===== src/rtl/assert_event_arbiter_pkg.sv =====
// Shared types and the round-robin pick function used by the assertion event arbiter.
// The pick function works on a 32-bit maximum vector so any N_SRC up to 32 can reuse it.
package assert_evt_pkg;

    localparam int MAX_SRC  = 32;
    localparam int MAX_ID_W = 5;

    typedef enum logic [1:0] {
        IDLE   = 2'd0,
        REPORT = 2'd1,
        HALTED = 2'd2
    } state_t;

    typedef struct packed {
        logic                found;
        logic [MAX_ID_W-1:0] idx;
    } pick_t;

    // Returns the first set bit at or after ptr, wrapping at n-1 back to 0.
    function automatic pick_t rr_pick(input logic [MAX_SRC-1:0]  pending,
                                      input logic [MAX_ID_W-1:0] ptr,
                                      input int                  n);
        pick_t res;
        int    j;
        res = '0;
        for (int k = 0; k < MAX_SRC; k++) begin
            j = int'(ptr) + k;
            if (j >= n) begin
                j = j - n;
            end
            if ((k < n) && !res.found && pending[j[MAX_ID_W-1:0]]) begin
                res.found = 1'b1;
                res.idx   = j[MAX_ID_W-1:0];
            end
        end
        return res;
    endfunction

endpackage


===== src/rtl/assert_event_arbiter_if.sv =====
// Valid/ready report channel carrying the ID of the source being reported.
interface assert_event_arbiter_if #(
    parameter int ID_W = 3
) ();

    logic            rpt_valid;
    logic            rpt_ready;
    logic [ID_W-1:0] rpt_id;

    modport master (
        output rpt_valid,
        output rpt_id,
        input  rpt_ready
    );

    modport slave (
        input  rpt_valid,
        input  rpt_id,
        output rpt_ready
    );

endinterface


===== src/rtl/assert_event_arbiter_rr.sv =====
// Round-robin arbiter: combinational rotate-priority pick plus the rotation pointer register.
// The pointer moves to one past the served index whenever a grant is consumed.
module assert_rr_arbiter
    import assert_evt_pkg::*;
#(
    parameter int N_SRC = 8,
    parameter int ID_W  = 3
) (
    input  logic             clock,
    input  logic             reset,
    input  logic [N_SRC-1:0] req,
    input  logic             advance,
    input  logic [ID_W-1:0]  adv_idx,
    output logic             grant_found,
    output logic [ID_W-1:0]  grant_idx
);

    logic [ID_W-1:0] ptr_q;
    logic [ID_W-1:0] ptr_d;
    pick_t           pick;

    always_comb begin
        pick  = rr_pick(MAX_SRC'(req), MAX_ID_W'(ptr_q), N_SRC);
        ptr_d = ptr_q;
        if (advance) begin
            ptr_d = (adv_idx == ID_W'(N_SRC - 1)) ? '0 : adv_idx + 1'b1;
        end
    end

    // The range guard is always true for legal pointers; it keeps every pick bit in use.
    assign grant_found = pick.found && (int'(pick.idx) < N_SRC);
    assign grant_idx   = pick.idx[ID_W-1:0];

    always_ff @(posedge clock) begin
        if (reset) begin
            ptr_q <= '0;
        end else begin
            ptr_q <= ptr_d;
        end
    end

endmodule


===== src/rtl/assert_event_arbiter.sv =====
// Collects sticky violation flags from assertion monitors and reports them one at a time
// over a valid/ready channel, keeping a saturating count, the first source and drop flags.
module assert_event_arbiter
    import assert_evt_pkg::*;
#(
    parameter int N_SRC         = 8,
    parameter int ID_W          = 3,
    parameter int CNT_W         = 16,
    parameter int HALT_ON_FIRST = 1
) (
    input  logic                  clock,
    input  logic                  reset,
    input  logic                  en,
    input  logic [N_SRC-1:0]      fire,
    assert_event_arbiter_if.master rpt,
    output logic [CNT_W-1:0]      err_count,
    output logic                  first_valid,
    output logic [ID_W-1:0]       first_id,
    output logic [N_SRC-1:0]      dropped,
    output logic                  halt
);

    state_t             state_q, state_d;
    logic [N_SRC-1:0]   pending_q, pending_d;
    logic [N_SRC-1:0]   dropped_q, dropped_d;
    logic               rpt_valid_q, rpt_valid_d;
    logic [ID_W-1:0]    rpt_id_q, rpt_id_d;
    logic [CNT_W-1:0]   err_count_q, err_count_d;
    logic               first_valid_q, first_valid_d;
    logic [ID_W-1:0]    first_id_q, first_id_d;
    logic               halt_q, halt_d;

    logic               handshake;
    logic               grant_found;
    logic [ID_W-1:0]    grant_idx;
    logic [N_SRC-1:0]   clr_mask;
    logic [N_SRC-1:0]   set_mask;

    assign handshake = rpt_valid_q && rpt.rpt_ready;

    assert_rr_arbiter #(
        .N_SRC (N_SRC),
        .ID_W  (ID_W)
    ) u_rr (
        .clock       (clock),
        .reset       (reset),
        .req         (pending_q),
        .advance     (handshake),
        .adv_idx     (rpt_id_q),
        .grant_found (grant_found),
        .grant_idx   (grant_idx)
    );

    always_comb begin
        state_d       = state_q;
        rpt_valid_d   = rpt_valid_q;
        rpt_id_d      = rpt_id_q;
        err_count_d   = err_count_q;
        first_valid_d = first_valid_q;
        first_id_d    = first_id_q;
        halt_d        = halt_q;

        // A fire landing on the cycle its bit is cleared re-arms the bit instead of dropping.
        clr_mask  = handshake ? (N_SRC'(1) << rpt_id_q) : '0;
        set_mask  = en ? fire : '0;
        pending_d = (pending_q & ~clr_mask) | set_mask;
        dropped_d = dropped_q | (set_mask & pending_q & ~clr_mask);

        case (state_q)
            IDLE: begin
                if (grant_found) begin
                    rpt_id_d    = grant_idx;
                    rpt_valid_d = 1'b1;
                    state_d     = REPORT;
                end
            end
            REPORT: begin
                if (handshake) begin
                    rpt_valid_d = 1'b0;
                    if (err_count_q != '1) begin
                        err_count_d = err_count_q + CNT_W'(1);
                    end
                    if (!first_valid_q) begin
                        first_valid_d = 1'b1;
                        first_id_d    = rpt_id_q;
                    end
                    if (HALT_ON_FIRST != 0) begin
                        state_d = HALTED;
                        halt_d  = 1'b1;
                    end else begin
                        state_d = IDLE;
                    end
                end
            end
            HALTED: begin
                rpt_valid_d = 1'b0;
                halt_d      = 1'b1;
            end
            default: begin
                state_d     = IDLE;
                rpt_valid_d = 1'b0;
            end
        endcase
    end

    always_ff @(posedge clock) begin
        if (reset) begin
            state_q       <= IDLE;
            pending_q     <= '0;
            dropped_q     <= '0;
            rpt_valid_q   <= 1'b0;
            rpt_id_q      <= '0;
            err_count_q   <= '0;
            first_valid_q <= 1'b0;
            first_id_q    <= '0;
            halt_q        <= 1'b0;
        end else begin
            state_q       <= state_d;
            pending_q     <= pending_d;
            dropped_q     <= dropped_d;
            rpt_valid_q   <= rpt_valid_d;
            rpt_id_q      <= rpt_id_d;
            err_count_q   <= err_count_d;
            first_valid_q <= first_valid_d;
            first_id_q    <= first_id_d;
            halt_q        <= halt_d;
        end
    end

    assign rpt.rpt_valid = rpt_valid_q;
    assign rpt.rpt_id    = rpt_id_q;
    assign err_count     = err_count_q;
    assign first_valid   = first_valid_q;
    assign first_id      = first_id_q;
    assign dropped       = dropped_q;
    assign halt          = halt_q;

endmodule


===== src/flat_wrapper.sv =====
// flat-port wrapper written by rule: the top's interface ports become plain ports
module assert_event_arbiter_flat import assert_evt_pkg::*;
#(
    parameter int N_SRC         = 8,
    parameter int ID_W          = 3,
    parameter int CNT_W         = 16,
    parameter int HALT_ON_FIRST = 1
)
  (clock, reset, en, fire, err_count, first_valid, first_id, dropped, halt, rpt_rpt_valid, rpt_rpt_id, rpt_rpt_ready);
  assert_event_arbiter_if #(.ID_W(ID_W)) rpt_i ();
  input  logic clock;
  input  logic reset;
  input  logic en;
  input  logic [N_SRC-1:0] fire;
  output logic [CNT_W-1:0] err_count;
  output logic first_valid;
  output logic [ID_W-1:0] first_id;
  output logic [N_SRC-1:0] dropped;
  output logic halt;
  output wire logic [$bits(rpt_i.rpt_valid)-1:0] rpt_rpt_valid;
  output wire logic [$bits(rpt_i.rpt_id)-1:0] rpt_rpt_id;
  input wire logic [$bits(rpt_i.rpt_ready)-1:0] rpt_rpt_ready;
  assign rpt_rpt_valid = rpt_i.rpt_valid;
  assign rpt_rpt_id = rpt_i.rpt_id;
  assign rpt_i.rpt_ready = rpt_rpt_ready;
  assert_event_arbiter #(.N_SRC(N_SRC), .ID_W(ID_W), .CNT_W(CNT_W), .HALT_ON_FIRST(HALT_ON_FIRST)) u_core (.clock(clock), .reset(reset), .en(en), .fire(fire), .rpt(rpt_i), .err_count(err_count), .first_valid(first_valid), .first_id(first_id), .dropped(dropped), .halt(halt));
endmodule

===== config.mk =====
export PLATFORM = sky130hd
export DESIGN_NAME = assert_event_arbiter_flat
export DESIGN_NICKNAME = d
export VERILOG_FILES = /design/src/rtl/assert_event_arbiter_pkg.sv /design/src/rtl/assert_event_arbiter_if.sv /design/src/rtl/assert_event_arbiter_rr.sv /design/src/rtl/assert_event_arbiter.sv /design/src/flat_wrapper.sv
export SDC_FILE = /design/constraint.sdc
export NUM_CORES = 1
export LEC_CHECK = 0
export ABC_CLOCK_PERIOD_IN_PS = 2800
export BUFFER_PORTS_ARGS = -buffer_cell sky130_fd_sc_hd__buf_2
export CORE_MARGIN = 2
export CORE_UTILIZATION = 37
export CTS_BUF_LIST = sky130_fd_sc_hd__clkbuf_4 sky130_fd_sc_hd__clkbuf_8
export DETAILED_ROUTE_END_ITERATION = 7
export HOLD_SLACK_MARGIN = 0.12
export PLACE_DENSITY = 0.56
export SLEW_MARGIN = 20
export SYNTH_ARGS = -nofsm -noshare
export SYNTH_HDL_FRONTEND = slang
export SYNTH_SLANG_ARGS = --single-unit

===== constraint.sdc =====
create_clock -name clock -period 2.8 [get_ports clock]
set_input_delay 0.14 -clock clock [delete_from_list [all_inputs] [get_ports clock]]
set_output_delay 0.14 -clock clock [all_outputs]
set_load 0.01 [all_outputs]

# ---- Word level (Yosys, flattened, before mapping)
# Cells that the tools add are included.
# W data, S select, Z words.
dict set report word_totals {
  reg_bits 46
  in_bits 12
  out_inout_bits 33
  elab_cells 127
}
dict set report op_classes {
  addsub 17
  n_lt_le_gt_ge 17
  n_eq_ne 6
  shift 1
  muxes 43
  n_bitwise 8
  n_reduce_logical 25
}
# cell n
set ops {}
lappend ops {{$lt A5 B6 Y1 const B} 8}
lappend ops {{$mux W6} 8}
lappend ops {{$bmux W1 S5} 8}
lappend ops {{$mux W5} 8}
lappend ops {{$sub A4 B4 Y5 const B} 7}
lappend ops {{$ge A4 B4 Y1 const B} 7}
lappend ops {{$and A8 B8 Y8} 3}
lappend ops {{$add A16 B1 Y16 const B} 1}
lappend ops {{$add A3 B3 Y4 const B} 4}
lappend ops {{$mux W8} 2}
lappend ops {{$ne A16 B16 Y1 const B} 1}
lappend ops {{$or A8 B8 Y8} 2}
lappend ops {{$mux W1} 11}
lappend ops {{$logic_and A1 B1 Y1} 9}
lappend ops {{$reduce_and A3 Y1} 3}
lappend ops {{$add A3 B2 Y4 const B} 2}
lappend ops {{$not A8 Y8} 1}
lappend ops {{$reduce_and A2 Y1} 4}
lappend ops {{$shl A1 B3 Y8 const A} 1}
lappend ops {{$logic_not A1 Y1} 7}
lappend ops {{$pmux W2 S3} 1}
lappend ops {{$lt A5 B4 Y1 const B} 1}
lappend ops {{$sub A3 B4 Y5 const B} 1}
lappend ops {{$add A3 B1 Y4 const B} 1}
lappend ops {{other kinds (12)} 16}

# ---- Depth between registers and ports, before layout
dict set report depth {
  word_depth 30
  ltp_mapped 11
}

# ---- Modules after synthesis
# A second synthesis with hierarchy kept.
dict set report hier_totals {
  hier_cells 317
  hier_area_um2 2917.8
}
# mod n_inst cells_each area_per_inst_um2
set modules_own_cells {}
lappend modules_own_cells {assert_event_arbiter 1 202 1778.0}
lappend modules_own_cells {assert_rr_arbiter 1 115 1139.8}

# ---- Worst setup path before layout
# No wires, ideal clock.
dict set report synth_path {
  path_type {flip-flop to flip-flop}
  from {register u_core.u_rr.ptr_q[0]}
  to {register u_core.rpt_id_q[0], in the netlist u_core.rpt.rpt_id[0]}
  setup_time_ns 0.096
  arrival_ns 2.889
  required_time_ns 2.704
  path_slack_ns -0.184
  stages_incl_launch_ff 11
  n_path_buf 2
  path_cell_list {dfxtp_1 -> buf_6 -> buf_2 -> inv_1 -> ha_1 -> mux4_1 -> mux2_2 -> nand4bb_4 -> nor4_4 -> a211oi_1 -> o41ai_2}
}
dict set report synth_between {
  elab_chain_cells 29
  elab_cells_between_ends 72
}
# element line_no
set synth_lines {}
lappend synth_lines {{start: declaration} assert_event_arbiter_rr.sv:18} ;# logic [ID_W-1:0] ptr_q;
lappend synth_lines {{start signal: assignment} assert_event_arbiter_rr.sv:38} ;# ptr_q <= ptr_d;
lappend synth_lines {{branches (longest 25 deep; another with $sub A4 B4 Y5)} -}
lappend synth_lines {{$mux W6 (*)} assert_event_arbiter_pkg.sv:31} ;# if ((k < n) && !res.found && pending[j[MAX_ID_W-1:0]]) begin
lappend synth_lines {{$lt A5 B4 Y1} assert_event_arbiter_rr.sv:31} ;# assign grant_found = pick.found && (int'(pick.idx) < N_SRC);
lappend synth_lines {{$logic_and A1 B1 Y1} assert_event_arbiter_rr.sv:31}
lappend synth_lines {{$reduce_and A2 Y1 (no line)} -}
lappend synth_lines {{end signal: assignment} assert_event_arbiter.sv:122} ;# rpt_id_q <= rpt_id_d;
lappend synth_lines {{end: declaration} assert_event_arbiter.sv:27} ;# logic [ID_W-1:0] rpt_id_q, rpt_id_d;
# Mark *: on every way between the ends. The select of a mux whose other input is x is not followed.
# A chain may end at the register's enable or synchronous reset.

# ---- Worst setup path after layout
dict set report layout_path {
  from {register u_core.u_rr.ptr_q[0]}
  to {register u_core.rpt_id_q[1], in the netlist u_core.rpt.rpt_id[1]}
}
# Same word-level chain as after synthesis.

==> impl_metrics.py <==
metrics = {
    "cts": {
        "htree_num_levels": 2,
        "clk_pin_slew_worst_paths_ns": 0.09,
        "cts_made_buffers": 5,
        "root_buffer": "clkbuf_8",
        "clock_latency_ns": 0.30,
        "clk_path_buf_depth": 2,
        "cts_tree": "built",
        "cts.sinks": 46,
    },
    "global_route": {
        "grt.total_usage_pct": 16.7,
        "gr-usage-met3_pct": 2.55,
        "grt_pass1_wl_um": 11500,
        "busiest_layer": "met2",
        "grtUsageMet2_pct": 28.7,
        "use_met1_pct": 21.9,
        "antenna_found_initial": 0,
        "grt_pass1_vias": 2377,
        "grt_overflow": 0,
        "grt_max_degree": 50,
    },
    "worst_setup_path": {
        "rr_startpoint": "u_core.u_rr.ptr_q[0]$_SDFFE_PP0P_",
        "r2r-end": "u_core.rpt.rpt_id[1]$_SDFFE_PP0P_",
        "worstPathRequired_ns": 2.97,
        "cp.arrival_ns": 2.85,
        "reg2reg_depth": 8,
        "timing.setup.critical_path_class": "reg2reg",
        "critPathMaxStageDelay_ns": 0.61,
        "crit_cells": 8,
        "cp-start-kind": "register",
        "path_buf_inv": 1,
        "path_cells": "inv_1 -> ha_4 -> mux2_2 -> mux4_2 -> mux2i_1 -> mux2_2 -> a211oi_2 -> o221ai_1",
        "slowest_stage": "mux4_2",
        "crit_fanout": 10,
        "critical-path-top-delay-family": "multiplexers",
        "crit_path_frequent_cell": "mux2_2",
        "r2r_slack_ns": 0.12,
        "cp-end-kind": "register",
        "crit_end": "u_core.rpt.rpt_id[1]$_SDFFE_PP0P_",
        "crit_start": "u_core.u_rr.ptr_q[0]$_SDFFE_PP0P_",
    },
    "timing": {
        "fin_skew_ns": 0.00802,
        "max_slew.worst_pin.slew_ns": 0.903,
        "timing.final.crit_period_ns": 2.68,
        "setup_viol": 0,
        "slew_viol_final": 0,
        "setup_tns_ns": 0,
        "maxSlewHeadroom_pct": 39.8,
        "finalCritPeriodShare_pct": 95.8,
        "rsz0062_at_grt": "no",
        "finalHoldViolCount": 0,
        "fmax_mhz": 373,
    },
    "yosys": {
        "synthFlopType": "dfxtp_1",
        "syn_area_mm2": 0.00284,
        "synthesis.nets": 321,
        "postSynthAreaPerCell_um2": 9.53,
        "yosysTopAreaCellShare_pct": 32.4,
        "syn-instance-count": 298,
        "synthDistinctLibCells": 61,
        "synth_edf_count": 0,
        "yosys-top-cells-area": "dfxtp_1, mux4_2, nor2_1",
        "synth_seq_area_share_pct": 32.4,
        "yosys.area.top_type": "dfxtp_1",
        "synth_seq_cells": 46,
        "synth-async-reset-ratio_pct": 0,
        "yosys_warnings": 0,
    },
    "layout": {
        "mostFrequentLayoutCells": "dfxtp_1, buf_2, nor2_1",
        "diodes": 0,
        "final_layout_size_suffix_gt1_share_pct": 26.9,
        "layout.cells.most_common": "dfxtp_1",
        "multi_input_area_mm2": 0.00185,
        "fillers": 719,
        "seq_area_um2": 922,
        "post-route-util_pct": 46.1,
        "nets": 371,
        "area_delta_synth_final_pct": 19.0,
    },
    "hold_path": {
        "hold_path_class": "in2reg",
    },
    "floorplanning": {
        "num_rows": 31,
        "die_h_um": 91.6,
        "io_pins": 45,
        "die_x_um": 91.6,
        "core_mm2": 0.00733,
        "start_util_pct": 38.7,
        "design.die.area_mm2": 0.00839,
    },
    "placed_design": {
        "place.gp.congestion": 0.890,
        "port_buffers": 44,
        "hpwlAfterDp_um": 4910,
    },
    "power_and_ir_drop": {
        "switchingPower_w": 0.000860,
        "ir_worst_vdd_uv": 308,
        "sw_frac_of_total_pct": 37.2,
        "p_total_w": 0.00231,
        "pwr-share-comb_pct": 45.6,
        "leakagePower_nw": 1.35,
        "intPower_w": 0.00145,
        "powerDensity_mw_per_mm2": 685,
        "p_seq_share_pct": 34.5,
        "clkPwrFrac_pct": 19.9,
    },
    "route": {
        "drc": 0,
        "drtPass1Iterations": 4,
        "drtIter0Drc": 106,
        "postRouteAntennaNets": 0,
        "wirelength_um": 6710,
        "vias": 2413,
        "wl_per_cell_um": 15.0,
        "viasPerCell": 5.39,
    },
    "run": {
        "drv_cap": 0,
    },
    "status": {
        "status": "completed",
    },
}
## Yosys cell counts (3+ instances only)
cell type and n:
ha_1 11, mux4_2 8, dfxtp_1 46, mux2_1 3
xor2_1 7, inv_1 12, xnor2_1 4, o31ai_1 3
a211oi_1 3, nand2b_1 4, nand2_1 21, nand3_1 9
mux2_2 5, mux4_1 4, nand4_1 5, clkbuf_1 8
and3_1 3, a21oi_1 21, or3_1 4, o21ai_0 8
a41oi_1 8, and2_1 5, a22oi_1 9, nor2_1 38
## worst min path at each step
stage | to | start | depth (start not counted)
finish | u_core.pending_q[0]$_SDFF_PP0_ | fire[0] | 3
detailed placement | u_core.pending_q[6]$_SDFF_PP0_ | fire[6] | 3
floorplan | u_core.rpt.rpt_id[0]$_SDFFE_PP0P_ | reset | 1
CTS | u_core.pending_q[0]$_SDFF_PP0_ | fire[0] | 3
global route | u_core.pending_q[4]$_SDFF_PP0_ | fire[4] | 3
global placement | u_core.pending_q[3]$_SDFF_PP0_ | fire[3] | 3
## sequential cells by signal (all words and copies together) (netlist names)
register              flops
u_core.dropped            8
u_core.err_count         16
u_core.first_id           3
u_core.first_valid        1
u_core.halt               1
u_core.pending_q          8
u_core.rpt.rpt_id         3
u_core.rpt.rpt_valid      1
u_core.state_q            2
u_core.u_rr.ptr_q         3
## worst reg2reg max path, delay by kind of cell (launching register included)
| family | cells | cell delay (ns) |
|---|---|---|
| flops | 1 | 0.36 |
| buf+inv | 1 | 0.07 |
| compound gates | 2 | 0.39 |
| mux | 4 | 1.40 |
| fa+ha+maj | 1 | 0.34 |
## per-stage QoR
| stage | area, µm² | std cells | setup WS, ns | hold WS [ns] |
|---|---|---|---|---|
| finish | 3380 | 448 | 0.119 | 0.120 |
| global route | 3380 | 448 | 0.00252 | 0.137 |
| detailed placement | 3200 | 433 | 0.0946 | 0.418 |
| CTS | 3330 | 444 | 0.0687 | 0.121 |
| floorplan | 2880 | 298 | 0.00702 | 0.239 |
| global placement | 3200 | 433 | 0.140 | 0.416 |
## area by class of cell
cell class                      count  share of cell area (%)
Clock buffer                        7                    2.85
Sequential cell                    46                    27.3
Timing Repair Buffer               56                    9.77
Inverter                           12                    1.33
Multi-Input combinational cell    227                    54.8
Tap cell                           99                    3.67
Clock inverter                      1                   0.259
## power by group through the flow
stage | clock, W | combinational, W | sequential (W)
after floorplan | 0 | 0.000792 | 0.000801
after global placement | 0 | 0.000988 | 0.000813
after detailed placement | 0 | 0.000999 | 0.000813
after CTS | 0.000468 | 0.00101 | 0.000798
after global routing | 0.000497 | 0.00115 | 0.000809
final | 0.000461 | 0.00105 | 0.000798
## kinds of logic (layout without fill, tap and decap cells)
group	after synthesis	after routing	synth area share, %
muxes	24	24	15.5
buffers and inverters	25	76	4.05
xor gates and xnor gates	12	12	4.36
and+or+nand+nor	110	110	21.5
adders and majority gates	11	11	4.85
DFF	46	46	32.4
AOI/OAI and AO/OA	70	70	17.3
## metal layers
| layer | share of wire, % | vias up |
|---|---|---|
| met1 | 47 | 1162 |
| met2 | 50 | 40 |
| met4 | 0.57 | 0 |
| met3 | 3.1 | 2 |
| met5 | 0 | - |
| li1 | - | 1209 |
## what timing repair did
| item | 4_1_cts | 5_1_grt |
|---|---|---|
| endpoints found under the hold margin | 3 | 0 |
| buffers inserted | 0 | 4 |
| resized for setup | 0 | 4 |
| setup endpoints to repair | 0 | 2 |
| hold buffers | 3 | 0 |
Power figures use the tool's default switching activity.
